### config.mk
export PLATFORM = sky130hd
export DESIGN_NAME = chiplib_riscv_plic_gateway
export DESIGN_NICKNAME = d
export VERILOG_FILES = /design/src/rtl/chiplib_riscv_plic_pkg.sv /design/src/rtl/chiplib_riscv_plic_gateway_src.sv /design/src/rtl/chiplib_riscv_plic_gateway.sv
export SDC_FILE = /design/constraint.sdc
export NUM_CORES = 1
export LEC_CHECK = 0
export CORE_ASPECT_RATIO = 1.2
export CORE_UTILIZATION = 55
export CTS_BUF_LIST = sky130_fd_sc_hd__clkbuf_4
export CTS_CLUSTER_DIAMETER = 150
export DETAILED_ROUTE_END_ITERATION = 8
export PLACE_DENSITY = 0.79
export SKIP_LAST_GASP = 1
export SYNTH_ARGS = -nofsm -noshare
export SYNTH_HDL_FRONTEND = slang
export SYNTH_HIERARCHICAL = 1
export SYNTH_SLANG_ARGS = --single-unit
### constraint.sdc
create_clock -name clk -period 4.44 [get_ports clk]
set_input_delay 1.11 -clock clk [delete_from_list [all_inputs] [get_ports clk]]
set_output_delay 1.11 -clock clk [all_outputs]
set_load 0.005 [all_outputs]
### src/rtl/chiplib_riscv_plic_pkg.sv
// Shared types and constants for the PLIC interrupt gateway.
package chiplib_riscv_plic_pkg;

  typedef enum logic [1:0] {
    IDLE    = 2'd0,
    PENDING = 2'd1,
    CLAIMED = 2'd2
  } gw_state_e;

  // Interrupt ID 0 means "no interrupt" and never pends.
  localparam int GW_ID_RESERVED = 32'sd0;

endpackage

### src/rtl/chiplib_riscv_plic_gateway_src.sv
// One gateway source: input synchroniser, edge history, saturating edge
// counter and the IDLE/PENDING/CLAIMED claim-complete state machine.
module chiplib_riscv_plic_gateway_src
  import chiplib_riscv_plic_pkg::*;
#(
  parameter bit IsEdge       = 1'b0,
  parameter int SyncStages   = 2,
  parameter int EdgeCntWidth = 3
) (
  input  logic clk,
  input  logic rst,
  input  logic irq_raw,
  input  logic claim_hit,
  input  logic complete_hit,
  output logic pend,
  output logic claimed
);

  localparam logic [EdgeCntWidth-1:0] CntZero = {EdgeCntWidth{1'b0}};
  localparam logic [EdgeCntWidth-1:0] CntMax  = {EdgeCntWidth{1'b1}};
  localparam logic [EdgeCntWidth-1:0] CntOne  = EdgeCntWidth'(1'b1);

  logic                    sync_s;
  logic                    prev_r;
  logic                    edge_s;
  logic                    pend_r;
  logic                    claimed_r;
  logic [EdgeCntWidth-1:0] cnt_r;
  logic [EdgeCntWidth-1:0] cnt_nxt_s;
  gw_state_e               state_r;
  gw_state_e               state_nxt_s;

  if (SyncStages > 0) begin : g_sync
    logic [SyncStages-1:0] sync_r;

    // Synchroniser chain for the asynchronous device line.
    always_ff @(posedge clk) begin
      if (rst) begin
        sync_r <= {SyncStages{1'b0}};
      end else begin
        sync_r[0] <= irq_raw;
        for (int k = 1; k < SyncStages; k++) begin
          sync_r[k] <= sync_r[k-1];
        end
      end
    end

    assign sync_s = sync_r[SyncStages-1];
  end else begin : g_nosync
    assign sync_s = irq_raw;
  end

  assign edge_s = sync_s & ~prev_r;

  // Next-state and edge-count logic; a queued edge pays for leaving IDLE.
  always_comb begin
    state_nxt_s = state_r;
    cnt_nxt_s   = cnt_r;
    case (state_r)
      IDLE: begin
        if (IsEdge && (cnt_r != CntZero)) begin
          state_nxt_s = PENDING;
          cnt_nxt_s   = cnt_r - CntOne + (edge_s ? CntOne : CntZero);
        end else if (IsEdge ? edge_s : sync_s) begin
          state_nxt_s = PENDING;
        end else begin
          state_nxt_s = IDLE;
        end
      end
      PENDING, CLAIMED: begin
        if (state_r == PENDING) begin
          state_nxt_s = claim_hit ? CLAIMED : PENDING;
        end else begin
          state_nxt_s = complete_hit ? IDLE : CLAIMED;
        end
        if (IsEdge && edge_s && (cnt_r != CntMax)) begin
          cnt_nxt_s = cnt_r + CntOne;
        end else begin
          cnt_nxt_s = cnt_r;
        end
      end
      default: begin
        state_nxt_s = IDLE;
        cnt_nxt_s   = CntZero;
      end
    endcase
  end

  // State, edge history, counter and registered status outputs.
  always_ff @(posedge clk) begin
    if (rst) begin
      state_r   <= IDLE;
      cnt_r     <= CntZero;
      prev_r    <= 1'b0;
      pend_r    <= 1'b0;
      claimed_r <= 1'b0;
    end else begin
      state_r   <= state_nxt_s;
      cnt_r     <= cnt_nxt_s;
      prev_r    <= sync_s;
      pend_r    <= (state_nxt_s == PENDING);
      claimed_r <= (state_nxt_s == CLAIMED);
    end
  end

  assign pend    = pend_r;
  assign claimed = claimed_r;

endmodule

### src/rtl/chiplib_riscv_plic_gateway.sv
// PLIC gateway top: decodes the merged claim/complete buses into per-source
// hits and instantiates one gateway per non-reserved interrupt ID.
module chiplib_riscv_plic_gateway
  import chiplib_riscv_plic_pkg::*;
#(
  parameter int                    NumSources   = 100,
  parameter logic [NumSources-1:0] EdgeMask     = {NumSources{1'b0}},
  parameter int                    SyncStages   = 2,
  parameter int                    EdgeCntWidth = 3,
  localparam int                   IdWidth      = $clog2(NumSources)
) (
  input  logic                  clk,
  input  logic                  rst,
  input  logic [NumSources-1:0] irq_src,
  input  logic                  claim_valid,
  input  logic [IdWidth-1:0]    claim_id,
  input  logic                  complete_valid,
  input  logic [IdWidth-1:0]    complete_id,
  output logic [NumSources-1:0] irq_pend,
  output logic [NumSources-1:0] irq_claimed
);

  localparam int FirstId = GW_ID_RESERVED + 1;

  logic [NumSources-1:FirstId] claim_hit_s;
  logic [NumSources-1:FirstId] complete_hit_s;
  logic                        unused_s;

  // One-hot decode; IDs at or beyond NumSources match nothing.
  always_comb begin
    claim_hit_s    = {(NumSources-FirstId){1'b0}};
    complete_hit_s = {(NumSources-FirstId){1'b0}};
    for (int i = FirstId; i < NumSources; i++) begin
      claim_hit_s[i]    = claim_valid && (claim_id == IdWidth'(i));
      complete_hit_s[i] = complete_valid && (complete_id == IdWidth'(i));
    end
  end

  for (genvar g = FirstId; g < NumSources; g++) begin : g_src
    chiplib_riscv_plic_gateway_src #(
      .IsEdge      (EdgeMask[g]),
      .SyncStages  (SyncStages),
      .EdgeCntWidth(EdgeCntWidth)
    ) u_src (
      .clk         (clk),
      .rst         (rst),
      .irq_raw     (irq_src[g]),
      .claim_hit   (claim_hit_s[g]),
      .complete_hit(complete_hit_s[g]),
      .pend        (irq_pend[g]),
      .claimed     (irq_claimed[g])
    );
  end

  // The reserved ID is permanently idle.
  assign irq_pend[GW_ID_RESERVED]    = 1'b0;
  assign irq_claimed[GW_ID_RESERVED] = 1'b0;
  assign unused_s                    = irq_src[GW_ID_RESERVED];

endmodule
==> impl_metrics.toml, run 1 <==
[die]
die-area_sq_um = 50800
initial_core_util_pct = 55.8
fp.dieW_um = 206
die_h_um = 247
rows = 89
core_sq_um = 49200
num_io_pins = 318

[final_layout]
fill_cells = 3658
postLayoutCellArea_sq_um = 33400
syn_to_final_growth_pct = 21.5
drive_gt1_share_pct = 23.2
fin_cells = 3636
seqCellArea_sq_um = 11900
final_nets = 3305
multi_input_area_sq_um = 14600

[placement]
numPortBuffers = 314
place_congestion = 0.844
placedInstanceArea_sq_um = 31500
hpwl_um = 45300
dp_cells = 3376

[synthesis]
synth_top_area_cell = "dfxtp_1"
yosysSeqAreaShare_pct = 43.3
syn_inst = 2438
synth_edf_count = 0
postSynth.asyncResetShare_pct = 0
synth_ff_type = "dfxtp_1"
synth.ff_latch_count = 594
syn_area_per_cell_sq_um = 11.3
synth_top_cell_area_share_pct = 43.3
syn_area_sq_um = 27500
synthTopCellsByArea = "dfxtp_1 43%, ha_1 14%, nor4b_4 4.8%"
yosys_warnings = 6
synth_cell_types = 36

[route]
viasPerCell = 5.12
first_pass_iters = 5
wirelength_um = 62600
drtAntennaViolNets = 0
drt-wirelength-per-cell_um = 17.2
post-route-drc-count = 0
drt_iter0_drc = 638
vias = 18600

[sta]
setup_violations = 0
grt_setup_unrepaired = "no"
tns_ns = 0
finalMaxSlewViolations = 0
post-route-period-util_pct = 70.4
fin_crit_ns = 3.13
maxSlewHeadroom_pct = 41.7
tightest_slew_ns = 0.875
hold_viol_final = 0
fmax_mhz = 320
fin_worst_skew_ns = 0.0334

[grt]
grt_pass1_wl_um = 98300
grt_max_degree = 118
grt_pass1_vias = 19600
antenna_found_initial = 8
grt_overflow = 0
globalRouteTotalUtil_pct = 24.8

[clock_network]
numCtsBuffers = 149
cts_tree = "built"
clk_latency_ns = 0.88
cts_root_buf = "clkbuf_4"
cts-hold-fix-buffers = 0
post_cts_buffers = 0
cts.sinks = 594
clk_pin_slew_ns = 0.07
h-tree-depth = 4
clockBufferDepth = 3
cts_resized = 0

[worst_setup_path]
cp_top_family = "simple AND/OR/NAND/NOR gates"
crit_slowest_cell = "clkdlybuf4s50_1"
cp-end-kind = "flip-flop"
arrival_ns = 3.89
path_class = "primary input to flip-flop"
path_cells = "clkdlybuf4s50_1 > buf_4 > nand4b_1 > nor2_1 > nor2b_4 > nand3b_4 > nor4b_4"
cp_slowest_stage_delay_ns = 0.90
critical_path_peak_fanout = 18
required_ns = 5.21
startpoint_type = "primary input"
ff2ff_setup_slack_ns = 3.13
critPathBufInv = 2

[outcome]
outcome = "finished, final reports clean"

[power_and_ir_drop]
p_int_mw = 9.00
p_leak_nw = 13.1
p_seq_share_pct = 48.0
p_per_area_nw_per_um2 = 363
vdd_ir_drop_max_v = 0.000273
switchingPower_mw = 3.11
p_comb_share_pct = 14.2
pwr-share-clk_pct = 37.8
p_sw_share_pct = 25.7

[job]
maxCapViolations = 0

[worst_hold_path]
worstHoldPathType = "flip-flop to flip-flop"
[flip-flops by register name, indices dropped and copies added (netlist names)]
register	cells
g_src.u_src/pend	99
g_src.u_src/state_r	198
g_src.u_src/claimed	99
g_src.u_src/g_sync.sync_r	198
[path summary, 6_finish.rpt]
path	endpoint	cells after the start	from
worst max register to register	g_src[38].u_src/claimed	4	g_src[38].u_src/state_r[0]
worst min-delay path	g_src[79].u_src/g_sync.sync_r[1]	1	g_src[79].u_src/g_sync.sync_r[0]
worst max-delay path	g_src[77].u_src/claimed	7	claim_id[0]
worst min register to register	g_src[79].u_src/g_sync.sync_r[1]	1	g_src[79].u_src/g_sync.sync_r[0]
[cell type report]
| class | count | area share, % |
|---|---|---|
| sequential | 594 | 35.7 |
| clock inverter | 43 | 0.810 |
| tap | 637 | 2.39 |
| timing repair buffer | 348 | 10.4 |
| antenna | 4 | 0.0300 |
| inverter | 198 | 2.23 |
| clock buffer | 213 | 4.79 |
| multi-input combinational | 1599 | 43.7 |
[metrics by stage]
step | setup slack [ns] | total power [mW] | util (%) | hold WS [ns]
final | 1.31 | 12.1 | 67.8 | 0.418
after global routing | 1.28 | 12.7 | 67.8 | 0.433
after CTS | 1.44 | 12.3 | 67.7 | 0.420
after detailed placement | 0.470 | 7.65 | 64.0 | 0.420
after global placement | 0.538 | 7.56 | 64.0 | 0.418
after floorplan | 1.75 | 6.94 | - | 0.414
[synthesized netlist by cell type, types with 3 or more instances]
cell type / count
nor3_1: 167
and2b_2: 27
nand4b_1: 60
buf_2: 16
clkbuf_1: 25
ha_1: 297
nor4_1: 8
and2b_1: 17
nor2_4: 3
dfxtp_1: 594
nand4_1: 4
nor2b_1: 198
nand2_1: 31
nor4b_2: 55
a21oi_2: 99
or4_1: 3
inv_1: 198
nor4b_4: 55
buf_4: 3
nand2b_1: 93
nand2b_2: 55
and3b_1: 44
nand3b_4: 55
nor2_1: 211
nand2_2: 15
nor2_2: 7
or4b_1: 7
nand4bb_1: 21
nor2b_4: 55
or4b_2: 6
[cells by family after synthesis]
family | share of synthesized area [%]
AOI/OAI and AO/OA | 3.16
buffers and inverters | 3.59
adders and majority gates | 13.5
DFF | 43.3
and+or+nand+nor | 36.4
other | 0.0137
[power groups by stage]
stage	logic, mW	clock network, mW	registers (mW)
CTS	1.73	4.72	5.81
floorplan	1.05	0	5.89
global placement	1.64	0	5.91
detailed placement	1.72	0	5.93
finish	1.72	4.58	5.81
global route	1.88	5.02	5.84
[per-layer routing]
layer	GRT usage, %	up-vias	part of all wire, %
met3	5.25	164	5.2
met2	42.8	503	50
met4	14.5	8	4.4
met5	0	-	0.073
met1	28.1	8851	41
li1	-	9097	-
[layout by cell type (no fill, tap or decap), types with 3 or more instances in the layout]
| master | count |
|---|---|
| ha_1 | 297 |
| buf_4 | 30 |
| clkdlybuf4s50_1 | 313 |
| nor2_2 | 7 |
| nor4b_4 | 55 |
| nor3_1 | 167 |
| or4b_1 | 7 |
| nor4_1 | 8 |
| nor2b_1 | 198 |
| nor2_1 | 211 |
| or4_1 | 3 |
| dfxtp_1 | 594 |
| inv_1 | 198 |
| clkinv_1 | 34 |
| nor4b_2 | 55 |
| and2b_1 | 17 |
| nand4bb_1 | 20 |
| and3b_1 | 44 |
| nand2_1 | 31 |
| or4b_2 | 6 |
| bufinv_16 | 4 |
| buf_12 | 4 |
| and2b_2 | 27 |
| a21oi_2 | 99 |
| nand2b_1 | 93 |
| nor2b_4 | 55 |
| nand4b_1 | 60 |
| clkbuf_4 | 213 |
| nor2_4 | 3 |
| nand2_2 | 15 |
| inv_2 | 4 |
| nand2b_2 | 55 |
| diode_2 | 4 |
| nand4_1 | 4 |
| nand3b_4 | 55 |
[worst reg2reg max path, stage by stage (launching register included)]
cell      delay (ns)
dfxtp_1         0.37
inv_1           0.06
ha_1            0.28
nand4b_1        0.16
nor3_1          0.31
(Power assumes the default switching activity.)
==> run 2: changes to the inputs <==
- CORE_UTILIZATION: 55 -> 53
- clock period: 4.44 -> 2.8 ns (I/O delays scaled with it)
==> impl_metrics.toml, run 2 (synthesized netlist as in run 1, its figures left out) <==
[worst_setup_path]
startpoint = "g_src[91].u_src/claimed"
path_class = "flip-flop to primary output"
r2r_cells = 5
arrival_ns = 1.88
path_cells = "clkdlybuf4s50_1"
critPathBufInv = 1
ff2ff_setup_slack_ns = 1.51
cp.depth = 1
cp_top_family = "buffers and inverters"
crit_slowest_cell = "clkdlybuf4s50_1"
r2r-start = "g_src[79].u_src/state_r[1]"
critical_path_peak_fanout = 1
startpoint_type = "flip-flop"
cp_slowest_stage_delay_ns = 0.54
crit_end = "irq_claimed[91]"
required_ns = 2.10
reg2reg_to = "g_src[79].u_src/claimed"
cp-end-kind = "primary output"

[final_layout]
final_cell_mix = "594 x dfxtp_1, 313 x clkdlybuf4s50_1, 297 x ha_1"
postLayoutCellArea_sq_um = 34100
final_nets = 3400
syn_to_final_growth_pct = 24.4
drive_gt1_share_pct = 25.3
fin_cells = 3731
final_common_cell = "dfxtp_1"
fin_util_pct = 66.6
top_regs = "g_src.u_src/g_sync.sync_r: 198 flops, g_src.u_src/state_r: 198 flops"

[power_and_ir_drop]
p_per_area_nw_per_um2 = 559
p_leak_nw = 13.6
p_total_mw = 19.1
vdd_ir_drop_max_v = 0.000529

[placement]
place_congestion = 0.825
placedInstanceArea_sq_um = 32300
numPortBuffers = 314
place_ws_ns = -0.142
hpwl_um = 47300
dp_cells = 3485

[grt]
grt_overflow = 0
grt_pass1_wl_um = 102000
globalRouteTotalUtil_pct = 24.8
grt_max_degree = 123
antenna_found_initial = 7
grt_pass1_vias = 20100

[sta]
post-route-period-util_pct = 92.2
fin_hold_ws_ns = 0.281
finalMaxSlewViolations = 0
maxSlewHeadroom_pct = 63.3
fin_worst_skew_ns = 0.0579
grt_setup_unrepaired = "no"
hold_viol_final = 0
setup_violations = 0
fin_crit_ns = 2.58
tightest_slew_ns = 0.550
fmax_mhz = 387
tns_ns = 0
setup_ws_ns = 0.219

[die]
core_sq_um = 51200
initial_core_util_pct = 53.6
die_h_um = 251
die-area_sq_um = 52700
rows = 91
num_io_pins = 318
fp.dieW_um = 210

[clock_network]
numCtsBuffers = 148
cts_root_buf = "clkbuf_4"
clk_pin_slew_ns = 0.07
h-tree-depth = 4
cts.sinks = 594
cts_resized = 0
clockBufferDepth = 3
clk_latency_ns = 0.97
cts_tree = "built"

[worst_hold_path]
worstHoldPathType = "primary input to flip-flop"

[route]
wl_met2_um = 32700
drt-wirelength-per-cell_um = 17.3
wirelength_um = 64500
vias = 18900
viasPerCell = 5.06
dr_wl_met3_um = 2660
drt_iter0_drc = 858
dr.max_layer_used = "met4"
post-route-drc-count = 0
first_pass_iters = 5
wl_met1_um = 26300
drtAntennaViolNets = 0

[outcome]
outcome = "finished, final reports clean"

[job]
maxCapViolations = 0
-- run 2: changes by cell type in the layout (fill, tap and decap cells not counted) --
cell           delta
clkinv_1          -9
inv_6             +2
dlygate4sd3_1     +1
clkbuf_4         -25
inv_2             -2
clkinv_4          +5
bufinv_16         +1
buf_12           +11
nand4bb_1         +1
buf_4            +84
clkinv_2         +10
diode_2           +3
nand4bb_2         -1
-- run 2: cell type report --
class	count	area [sq um]
clock inverter	50	370
tap	651	815
antenna	7	17.5
timing repair buffer	444	4310
multi-input combinational	1599	14600
fill	3901	17100
inverter	198	743
clock buffer	188	1410
sequential	594	11900
-- run 2: worst min path at each step --
stage | cells after the start | end | slack [ns] | startpoint
6_report | 2 | g_src[88].u_src/g_sync.sync_r[0] | 0.28 | irq_src[88]
5_1_grt | 2 | g_src[88].u_src/g_sync.sync_r[0] | 0.18 | irq_src[88]
4_1_cts | 2 | g_src[40].u_src/g_sync.sync_r[0] | 0.13 | irq_src[40]
3_5_place_dp | 1 | g_src[56].u_src/g_sync.sync_r[1] | 0.42 | g_src[56].u_src/g_sync.sync_r[0]
3_3_place_gp | 1 | g_src[40].u_src/g_sync.sync_r[1] | 0.42 | g_src[40].u_src/g_sync.sync_r[0]
2_1_floorplan | 1 | g_src[10].u_src/g_sync.sync_r[1] | 0.41 | g_src[10].u_src/g_sync.sync_r[0]
-- run 2: layer usage --
layer,track usage [%],up-vias
li1,-,9284
met1,27.2,9003
met2,43.8,442
met3,5.95,154
met4,13.4,0
met5,0,-
-- run 2: what timing repair did --
item / in CTS / in global routing
setup buffers: 0 / 0
hold buffers: 1 / 0
endpoints found under the setup margin: 0 / 0
endpoints found under the hold margin: 8 / 0
-- run 2: power breakdown --
part	switching [mW]	internal, mW	total (mW)
Clock	3.42	3.61	7.04
Combinational	1.29	1.55	2.84
Sequential	0.261	8.96	9.22
-- run 2: worst reg2reg max path, cell delays in order, from the launching register on --
cell,delay [ns]
dfxtp_1,0.33
inv_1,0.06
ha_1,0.19
nor2b_4,0.14
nand3b_4,0.18
nor4b_4,0.29
==> run 3: changes to the inputs <==
- CELL_PAD_IN_SITES_DETAIL_PLACEMENT: default -> 1
- CELL_PAD_IN_SITES_GLOBAL_PLACEMENT: default -> 1
- CORE_UTILIZATION: 53 -> 41
- PLACE_DENSITY: 0.79 -> default
- PLACE_DENSITY_LB_ADDON: default -> 0.1
- SLEW_MARGIN: default -> 20
- SYNTH_HIERARCHICAL: 1 -> default
==> impl_metrics.toml, run 3 <==
[grt]
antenna_found_initial = 5
globalRouteTotalUtil_pct = 24.0
grt_max_degree = 72
grt_pass1_wl_um = 133000
grt_overflow = 0
grt_pass1_vias = 25000

[sta]
tns_ns = 0
fin_crit_ns = 2.61
post-route-period-util_pct = 93.0
fin_worst_skew_ns = 0.0545
tightest_slew_ns = 0.646
setup_violations = 0
grt_setup_unrepaired = "no"
hold_viol_final = 0
finalMaxSlewViolations = 0
maxSlewHeadroom_pct = 56.9
fmax_mhz = 384

[placement]
place_congestion = 0.840
dp_cells = 4051
hpwl_um = 61300
numPortBuffers = 314

[final_layout]
fill_cells = 7807
multi_input_area_sq_um = 13700
final_common_cell = "dfxtp_1"
drive_gt1_share_pct = 12.9
syn_to_final_growth_pct = 19.9
final_cell_mix = "594 x dfxtp_1, 311 x clkdlybuf4s50_1, 297 x ha_1"
final_nets = 3722
seqCellArea_sq_um = 11900
fin_cells = 4332
top_regs = "g_src.u_src.g_sync.sync_r: 198 flops, g_src.u_src.state_r: 198 flops"

[clock_network]
clockBufferDepth = 3
clk_latency_ns = 0.99
clk_pin_slew_ns = 0.07
cts_root_buf = "clkbuf_4"
h-tree-depth = 4
cts.sinks = 594
cts_tree = "built"
numCtsBuffers = 163

[route]
first_pass_iters = 5
drt-wirelength-per-cell_um = 19.5
post-route-drc-count = 0
wirelength_um = 84500
drtAntennaViolNets = 0
viasPerCell = 5.23
drt_iter0_drc = 748
vias = 22700

[synthesis]
syn_area_per_cell_sq_um = 9.35
synth_commonest_cells = "594 x dfxtp_1, 297 x ha_1, 241 x nor2b_1"
postSynth.asyncResetShare_pct = 0
yosysSeqAreaShare_pct = 41.9
synthTopCellsByArea = "dfxtp_1 42%, ha_1 13%, buf_4 5.4%"
syn_area_sq_um = 28400
yosys_warnings = 0
synth.ff_latch_count = 594
synth_top_cell_area_share_pct = 41.9
synth_edf_count = 0
synth_ff_type = "dfxtp_1"
syn_inst = 3033
synth_cell_types = 42
synth_top_area_cell = "dfxtp_1"
synth_most_common_cell = "dfxtp_1"

[worst_setup_path]
cp.depth = 1
cp_slowest_stage_delay_ns = 0.54
path_cells = "clkdlybuf4s50_1"
cp_top_family = "buffers and inverters"
cp-end-kind = "primary output"
r2r_cells = 5
arrival_ns = 1.91
reg2reg_to = "g_src[57].u_src.pend"
critical_path_peak_fanout = 1
ff2ff_setup_slack_ns = 1.18
path_class = "flip-flop to primary output"
critPathBufInv = 1
startpoint_type = "flip-flop"
crit_slowest_cell = "clkdlybuf4s50_1"
required_ns = 2.10
r2r-start = "g_src[57].u_src.state_r[1]"

[worst_hold_path]
holdPathEnd = "g_src[99].u_src.g_sync.sync_r[1]"
min_delay_path_depth = 2
hp-start = "rst"
worstHoldPathType = "primary input to flip-flop"

[power_and_ir_drop]
p_leak_nw = 13.3
p_per_area_nw_per_um2 = 578
vdd_ir_drop_max_v = 0.000324

[die]
die_h_um = 290
initial_core_util_pct = 41.4
fp.dieW_um = 242
core_sq_um = 68400
rows = 105
num_io_pins = 318
die-area_sq_um = 70200

[outcome]
outcome = "finished, final reports clean"

[job]
maxCapViolations = 0
[run 3: cell count changes in the layout (fill, tap and decap cells not counted), sizes merged, moves of 65 or more]
cell,previous run,this run
nor4b,110,45
a21oi,99,34
nand2b,150,6
nor4,8,188
nor3,167,99
o31a,0,102
o21a,0,88
nand2,46,153
o21ai,0,121
[run 3: cell type report]
class | count | share of cell area (%)
clock inverter | 58 | 1.04
tap | 909 | 3.35
antenna | 3 | 0.0221
sequential | 594 | 35.0
clock buffer | 220 | 4.86
multi-input combinational | 1897 | 40.2
timing repair buffer | 443 | 13.3
inverter | 208 | 2.30
[run 3: worst max-delay path by stage]
stage	to	slack, ns	start
after floorplan	g_src[18].u_src.pend	0.75	claim_id[6]
after global placement	g_src[37].u_src.claimed	-0.01	claim_id[6]
after detailed placement	g_src[17].u_src.state_r[1]	-0.05	claim_id[0]
after CTS	irq_claimed[24]	0.03	g_src[24].u_src.claimed
after global routing	irq_claimed[24]	0.06	g_src[24].u_src.claimed
final	irq_claimed[24]	0.19	g_src[24].u_src.claimed
[run 3: where the power goes]
group / total, mW / switching, mW / internal [mW]
sequential: 9.24 / 0.283 / 8.96
combinational: 2.67 / 1.36 / 1.31
clock: 7.72 / 3.71 / 4.01
total: 19.6 / 5.35 / 14.3
[run 3: what timing repair did]
action                     4_1_cts  5_1_grt
hold buffers                     0        0
gates resized for setup          1        0
buffers inserted                 0        0
setup endpoints to repair        1        0
[run 3: kinds of logic (layout without fill, tap and decap cells)]
logic type,count (synthesis),after routing,synth area share [%]
simple gates,1164,1164,24.4
flops,594,594,41.9
buf+inv,543,929,9.99
compound gates,434,434,10.5
fa+ha+maj,297,297,13.1
other cells,1,5,0.0132
[run 3: routing by layer]
metal,share of wire (%),GRT usage (%),vias up
met1,40,25.6,11100
met5,0.044,0,-
li1,-,-,10800
met4,3.1,10.0,6
met3,4.5,5.33,164
met2,53,44.8,488
[run 3: metrics by stage]
stage               hold WS [ns]  cell area (sq um)  total power [mW]  utilization, %  setup slack, ns
floorplan                  0.414              28400              11.0               -            0.752
global placement           0.419              32000              12.0            46.7          -0.0121
detailed placement         0.426              32000              12.1            46.7          -0.0488
CTS                       0.0974              34000              20.0            49.6           0.0336
global route               0.138              34000              20.7            49.7           0.0585
finish                     0.202              34000              19.6            49.7            0.195
